### config.mk
export PLATFORM = sky130hd
export DESIGN_NAME = tap_tick_timer_flat
export DESIGN_NICKNAME = d
export VERILOG_FILES = /design/src/rtl/tap_tick_timer_if.sv /design/src/rtl/tap_tick_timer.sv /design/src/flat_wrapper.sv
export SDC_FILE = /design/constraint.sdc
export NUM_CORES = 1
export LEC_CHECK = 0
export BUFFER_PORTS_ARGS = -buffer_cell sky130_fd_sc_hd__buf_2
export CAP_MARGIN = 5
export CORE_ASPECT_RATIO = 1.1
export CORE_MARGIN = 2
export CORE_UTILIZATION = 35
export DETAILED_ROUTE_END_ITERATION = 16
export HOLD_SLACK_MARGIN = 0.03
export SKIP_LAST_GASP = 1
export SLEW_MARGIN = 20
export SYNTH_ARGS = -nofsm -noshare
export SYNTH_HDL_FRONTEND = slang
export SYNTH_SLANG_ARGS = --single-unit
### constraint.sdc
create_clock -name clk -period 4 [get_ports clk]
set_input_delay 0.4 -clock clk [delete_from_list [all_inputs] [get_ports clk]]
set_output_delay 0.4 -clock clk [all_outputs]
set_load 0.02 [all_outputs]
### src/rtl/tap_tick_timer_if.sv
// Bundle between a tap-tick timer and its user: counter taps, arming request
// with target, and the tick / status / count results.
interface tap_tick_timer_if #(
    parameter int CNT_W   = 2,
    parameter int SEL_W   = 1,
    parameter int TICKS_W = 8
);
    logic [CNT_W-1:0]   q_in;
    logic [SEL_W-1:0]   tap_sel;
    logic               start;
    logic [TICKS_W-1:0] target;
    logic               tick;
    logic               busy;
    logic               done;
    logic [TICKS_W-1:0] tick_count;

    modport master (
        output q_in, tap_sel, start, target,
        input  tick, busy, done, tick_count
    );

    modport slave (
        input  q_in, tap_sel, start, target,
        output tick, busy, done, tick_count
    );
endinterface

### src/rtl/tap_tick_timer.sv
// Turns rising edges of one selected counter tap into clk-domain ticks and
// counts them up to a programmable target, flagging completion.
module tap_tick_timer #(
    parameter int CNT_W   = 2,
    parameter int SEL_W   = 1,
    parameter int TICKS_W = 8
) (
    input  logic          clk,
    input  logic          reset,
    tap_tick_timer_if.slave bus
);

    typedef enum logic [1:0] {
        ST_IDLE = 2'd0,
        ST_RUN  = 2'd1,
        ST_DONE = 2'd2
    } state_t;

    localparam logic [TICKS_W-1:0] CNT_ZERO = {TICKS_W{1'b0}};
    localparam logic [TICKS_W-1:0] CNT_ONE  = {{(TICKS_W-1){1'b0}}, 1'b1};

    state_t             state_r;
    logic [CNT_W-1:0]   q_prev_r;
    logic               tick_r;
    logic               busy_r;
    logic               done_r;
    logic [TICKS_W-1:0] target_r;
    logic [TICKS_W-1:0] count_r;
    logic               tap_ok_s;
    logic               edge_s;

    // Rising-edge detect on the selected tap; out-of-range taps never fire.
    always_comb begin
        tap_ok_s = (32'(bus.tap_sel) < 32'(CNT_W));
        edge_s   = 1'b0;
        if (tap_ok_s) begin
            edge_s = bus.q_in[bus.tap_sel] & ~q_prev_r[bus.tap_sel];
        end else begin
            edge_s = 1'b0;
        end
    end

    // Tap history and tick strobe; the whole vector is kept so a tap_sel
    // change compares the new bit against its own previous sample.
    always_ff @(posedge clk) begin
        if (reset) begin
            q_prev_r <= {CNT_W{1'b0}};
            tick_r   <= 1'b0;
        end else begin
            q_prev_r <= bus.q_in;
            tick_r   <= edge_s;
        end
    end

    // Timer FSM; counts the registered tick so a tick coinciding with the
    // accepted start is not counted.
    always_ff @(posedge clk) begin
        if (reset) begin
            state_r  <= ST_IDLE;
            busy_r   <= 1'b0;
            done_r   <= 1'b0;
            target_r <= CNT_ZERO;
            count_r  <= CNT_ZERO;
        end else begin
            case (state_r)
                ST_IDLE, ST_DONE: begin
                    if (bus.start) begin
                        target_r <= bus.target;
                        count_r  <= CNT_ZERO;
                        if (bus.target == CNT_ZERO) begin
                            state_r <= ST_DONE;
                            busy_r  <= 1'b0;
                            done_r  <= 1'b1;
                        end else begin
                            state_r <= ST_RUN;
                            busy_r  <= 1'b1;
                            done_r  <= 1'b0;
                        end
                    end else begin
                        state_r <= state_r;
                    end
                end
                ST_RUN: begin
                    if (tick_r) begin
                        count_r <= count_r + CNT_ONE;
                        if (count_r == (target_r - CNT_ONE)) begin
                            state_r <= ST_DONE;
                            busy_r  <= 1'b0;
                            done_r  <= 1'b1;
                        end else begin
                            state_r <= ST_RUN;
                        end
                    end else begin
                        state_r <= ST_RUN;
                    end
                end
                default: begin
                    state_r <= ST_IDLE;
                    busy_r  <= 1'b0;
                    done_r  <= 1'b0;
                    count_r <= CNT_ZERO;
                end
            endcase
        end
    end

    assign bus.tick       = tick_r;
    assign bus.busy       = busy_r;
    assign bus.done       = done_r;
    assign bus.tick_count = count_r;

endmodule

### src/flat_wrapper.sv
// flat-port wrapper written by rule: the top's interface ports become plain ports
module tap_tick_timer_flat 
#(
    parameter int CNT_W   = 2,
    parameter int SEL_W   = 1,
    parameter int TICKS_W = 8
)
  (clk, reset, bus_q_in, bus_tap_sel, bus_start, bus_target, bus_tick, bus_busy, bus_done, bus_tick_count);
  tap_tick_timer_if #(.CNT_W(CNT_W), .SEL_W(SEL_W), .TICKS_W(TICKS_W)) bus_i ();
  input  logic clk;
  input  logic reset;
  input wire logic [$bits(bus_i.q_in)-1:0] bus_q_in;
  input wire logic [$bits(bus_i.tap_sel)-1:0] bus_tap_sel;
  input wire logic [$bits(bus_i.start)-1:0] bus_start;
  input wire logic [$bits(bus_i.target)-1:0] bus_target;
  output wire logic [$bits(bus_i.tick)-1:0] bus_tick;
  output wire logic [$bits(bus_i.busy)-1:0] bus_busy;
  output wire logic [$bits(bus_i.done)-1:0] bus_done;
  output wire logic [$bits(bus_i.tick_count)-1:0] bus_tick_count;
  assign bus_i.q_in = bus_q_in;
  assign bus_i.tap_sel = bus_tap_sel;
  assign bus_i.start = bus_start;
  assign bus_i.target = bus_target;
  assign bus_tick = bus_i.tick;
  assign bus_busy = bus_i.busy;
  assign bus_done = bus_i.done;
  assign bus_tick_count = bus_i.tick_count;
  tap_tick_timer #(.CNT_W(CNT_W), .SEL_W(SEL_W), .TICKS_W(TICKS_W)) u_core (.clk(clk), .reset(reset), .bus(bus_i));
endmodule
==> metrics.yaml <==
sta:
  rsz0062_at_grt: "false"
  period_needed_ns: 2.159
  fin_skew_ns: 0.008435
  max_freq_mhz: 463.3
  period_share_pct: 53.97
  setup_viol: 0
  worst_pin_slew_ns: 0.6055
  max_slew_margin_pct: 59.55
  hold_viol: 0
  whs_ns: 0.3111
  tns_ns: 0
  slew_violations: 0
power:
  p_per_area_nw_per_um2: 316.3
  cellLeakagePower_nw: 0.5605
  peakVddDrop_uv: 118.5
  power_uw: 440.8
setup_path:
  cp-end-kind: "flip-flop"
  worst-path-max-fanout: 7
  cp.required_ns: 4.21
  critPathArrivalTime_ns: 2.37
  rr_worst_depth: 8
  startpoint_type: "flip-flop"
  critical_path_class: "reg -> reg"
yosys:
  synth.largest_area_cell: "dfxtp_1"
  ys_top_cells_by_area: "dfxtp_1, nand2_1, xnor2_1"
  syn_area_per_cell_sq_um: 8.108
  ys.flop_type: "dfxtp_1"
  synth_warnings: 0
  synth.distinct_cells: 35
  syn-cell-area_sq_um: 1232
  yosysMostFrequentCell: "nand2_1"
  synth-seq-cells: 23
  synth_seq_area_share_pct: 37.36
  synth_cells: 152
  ys_async_sr_fraction_pct: 0
  synth_common_cells: "nand2_1, dfxtp_1, nor2_1"
  synthDominantCellAreaShare_pct: 37.36
  synth_edf_count: 0
  syn_nets: 168
grt:
  overflow: 0
  grt_first_pass_wirelength_um: 4443
  grt_start_max_net_pins: 19
  track_usage_pct: 14.74
  grt_antenna_before_repair: 0
  grt_pass1_vias: 999
clock_tree:
  path_clk_slew_ns: 0.14
  clock_sinks: 23
  postCtsHoldBufs: 0
  numCtsBuffers: 3
  cts_tree: "yes"
  clkLatencyLatePin_ns: 0.31
  cts_max_path_buffers: 2
  htree_num_levels: 1
  cts.repair.resized: 0
  cts-root-buf: "clkbuf_4"
  cts_setup_buffers: 0
layout:
  syn_to_final_growth_pct: 13.10
  nets: 190
  drive_above_1_share_pct: 19.65
  postLayoutCellArea_sq_um: 1394
  diodes: 0
run_status:
  status: "completed"
place:
  place_hpwl_um: 2098
  gp_congestion: 0.8722
  dpl-instance-area_sq_um: 1366
  io_buffers: 24
drt:
  vias: 1094
  drc_errors: 0
  via_per_inst: 4.950
  wl_per_cell_um: 11.86
  final_antenna_net_count: 0
  postRouteWirelength_um: 2621
  drt_iter0_drc: 35
  dr.pass1.iters: 4
run:
  maxCapViolCount: 0
die:
  row_count: 22
  ioPinCount: 25
  die_x_um: 60.58
  start_util_pct: 36.70
  dieHeight_um: 66.24
  core_sq_um: 3358
  fp.dieArea_sq_um: 4013
hold_path:
  hp-class: "in -> reg"
  min_path_cells: 2
[where the power goes]
part           internal, mW  leakage, nW  switching [mW]  total [mW]
logic                0.0351        0.355          0.0456      0.0807
registers             0.239        0.188          0.0122       0.251
clock network        0.0373       0.0177          0.0720       0.109
total                 0.311        0.560           0.130       0.441
[layout by cell type (no fill, tap or decap), types with 2 or more instances in the layout]
cell type / count
inv_1: 4
o21a_1: 2
nand2b_1: 5
dfxtp_1: 23
nand2_1: 25
nor2_1: 16
nand3_1: 4
clkbuf_4: 3
xor2_1: 7
nor4_2: 2
o21ai_0: 4
nor3_1: 6
a21oi_1: 15
nor2b_1: 2
buf_2: 24
ha_1: 2
xnor2_1: 10
nand4_1: 2
or4_1: 2
[stage by stage]
step | std cells | worst slack, ns | utilization, %
2_1_floorplan | 152 | 2.043 | -
3_3_place_gp | 217 | 1.918 | 40.69
3_5_place_dp | 217 | 1.885 | 40.69
4_1_cts | 221 | 1.835 | 41.51
5_1_grt | 221 | 1.622 | 41.51
6_report | 221 | 1.841 | 41.51
[worst paths after layout]
check                          start                 end  slack, ns
hold / removal           bus_q_in[1]  u_core.q_prev_r[1]       0.31
setup / recovery  u_core.target_r[0]     u_core.bus.done       1.84
hold reg to reg   u_core.target_r[7]  u_core.target_r[7]       0.48
setup reg to reg  u_core.target_r[0]     u_core.bus.done       1.84
[kinds of logic after synthesis]
kind of cell	synth area share [%]
buffers and inverters	4.974
multiplexers	0.8122
AO/OA/AOI/OAI	14.82
adder cells (fa/ha/maj)	2.030
AND/OR/NAND/NOR	27.92
XOR/XNOR	12.08
flip-flops	37.36
[sequential cells by signal, indices dropped and copies added (netlist names)]
signal                 flops
u_core.bus.busy            1
u_core.bus.done            1
u_core.bus.tick            1
u_core.bus.tick_count      8
u_core.q_prev_r            2
u_core.state_r             2
u_core.target_r            8
[critical path, cell delays in order, from the launching register on]
cell	delay, ns
dfxtp_1	0.46
inv_1	0.07
ha_1	0.28
nor3b_2	0.20
a21oi_2	0.13
o2111ai_1	0.13
nor4_2	0.33
nand2_1	0.16
a2111oi_2	0.30
[layer usage]
metal  share of wire [%]  global-route usage, %  routed length [um]  up-vias
li1                    -                      -                   -      563
met1                  48                  18.33                1248      493
met2                  45                  23.39                1184       36
met3                 6.0                  3.327                 158        2
met4                 1.1                  7.337                  29        0
met5                   0                      0                   0        -
[cell type report]
class	count	area [sq um]
multi-input combinational	118	710.7
sequential	23	460.4
inverter	4	15.01
clock inverter	1	5.005
fill	382	1964
timing repair buffer	24	120.1
clock buffer	3	22.52
tap	48	60.06
No activity file was read; power rests on OpenSTA's default activity.
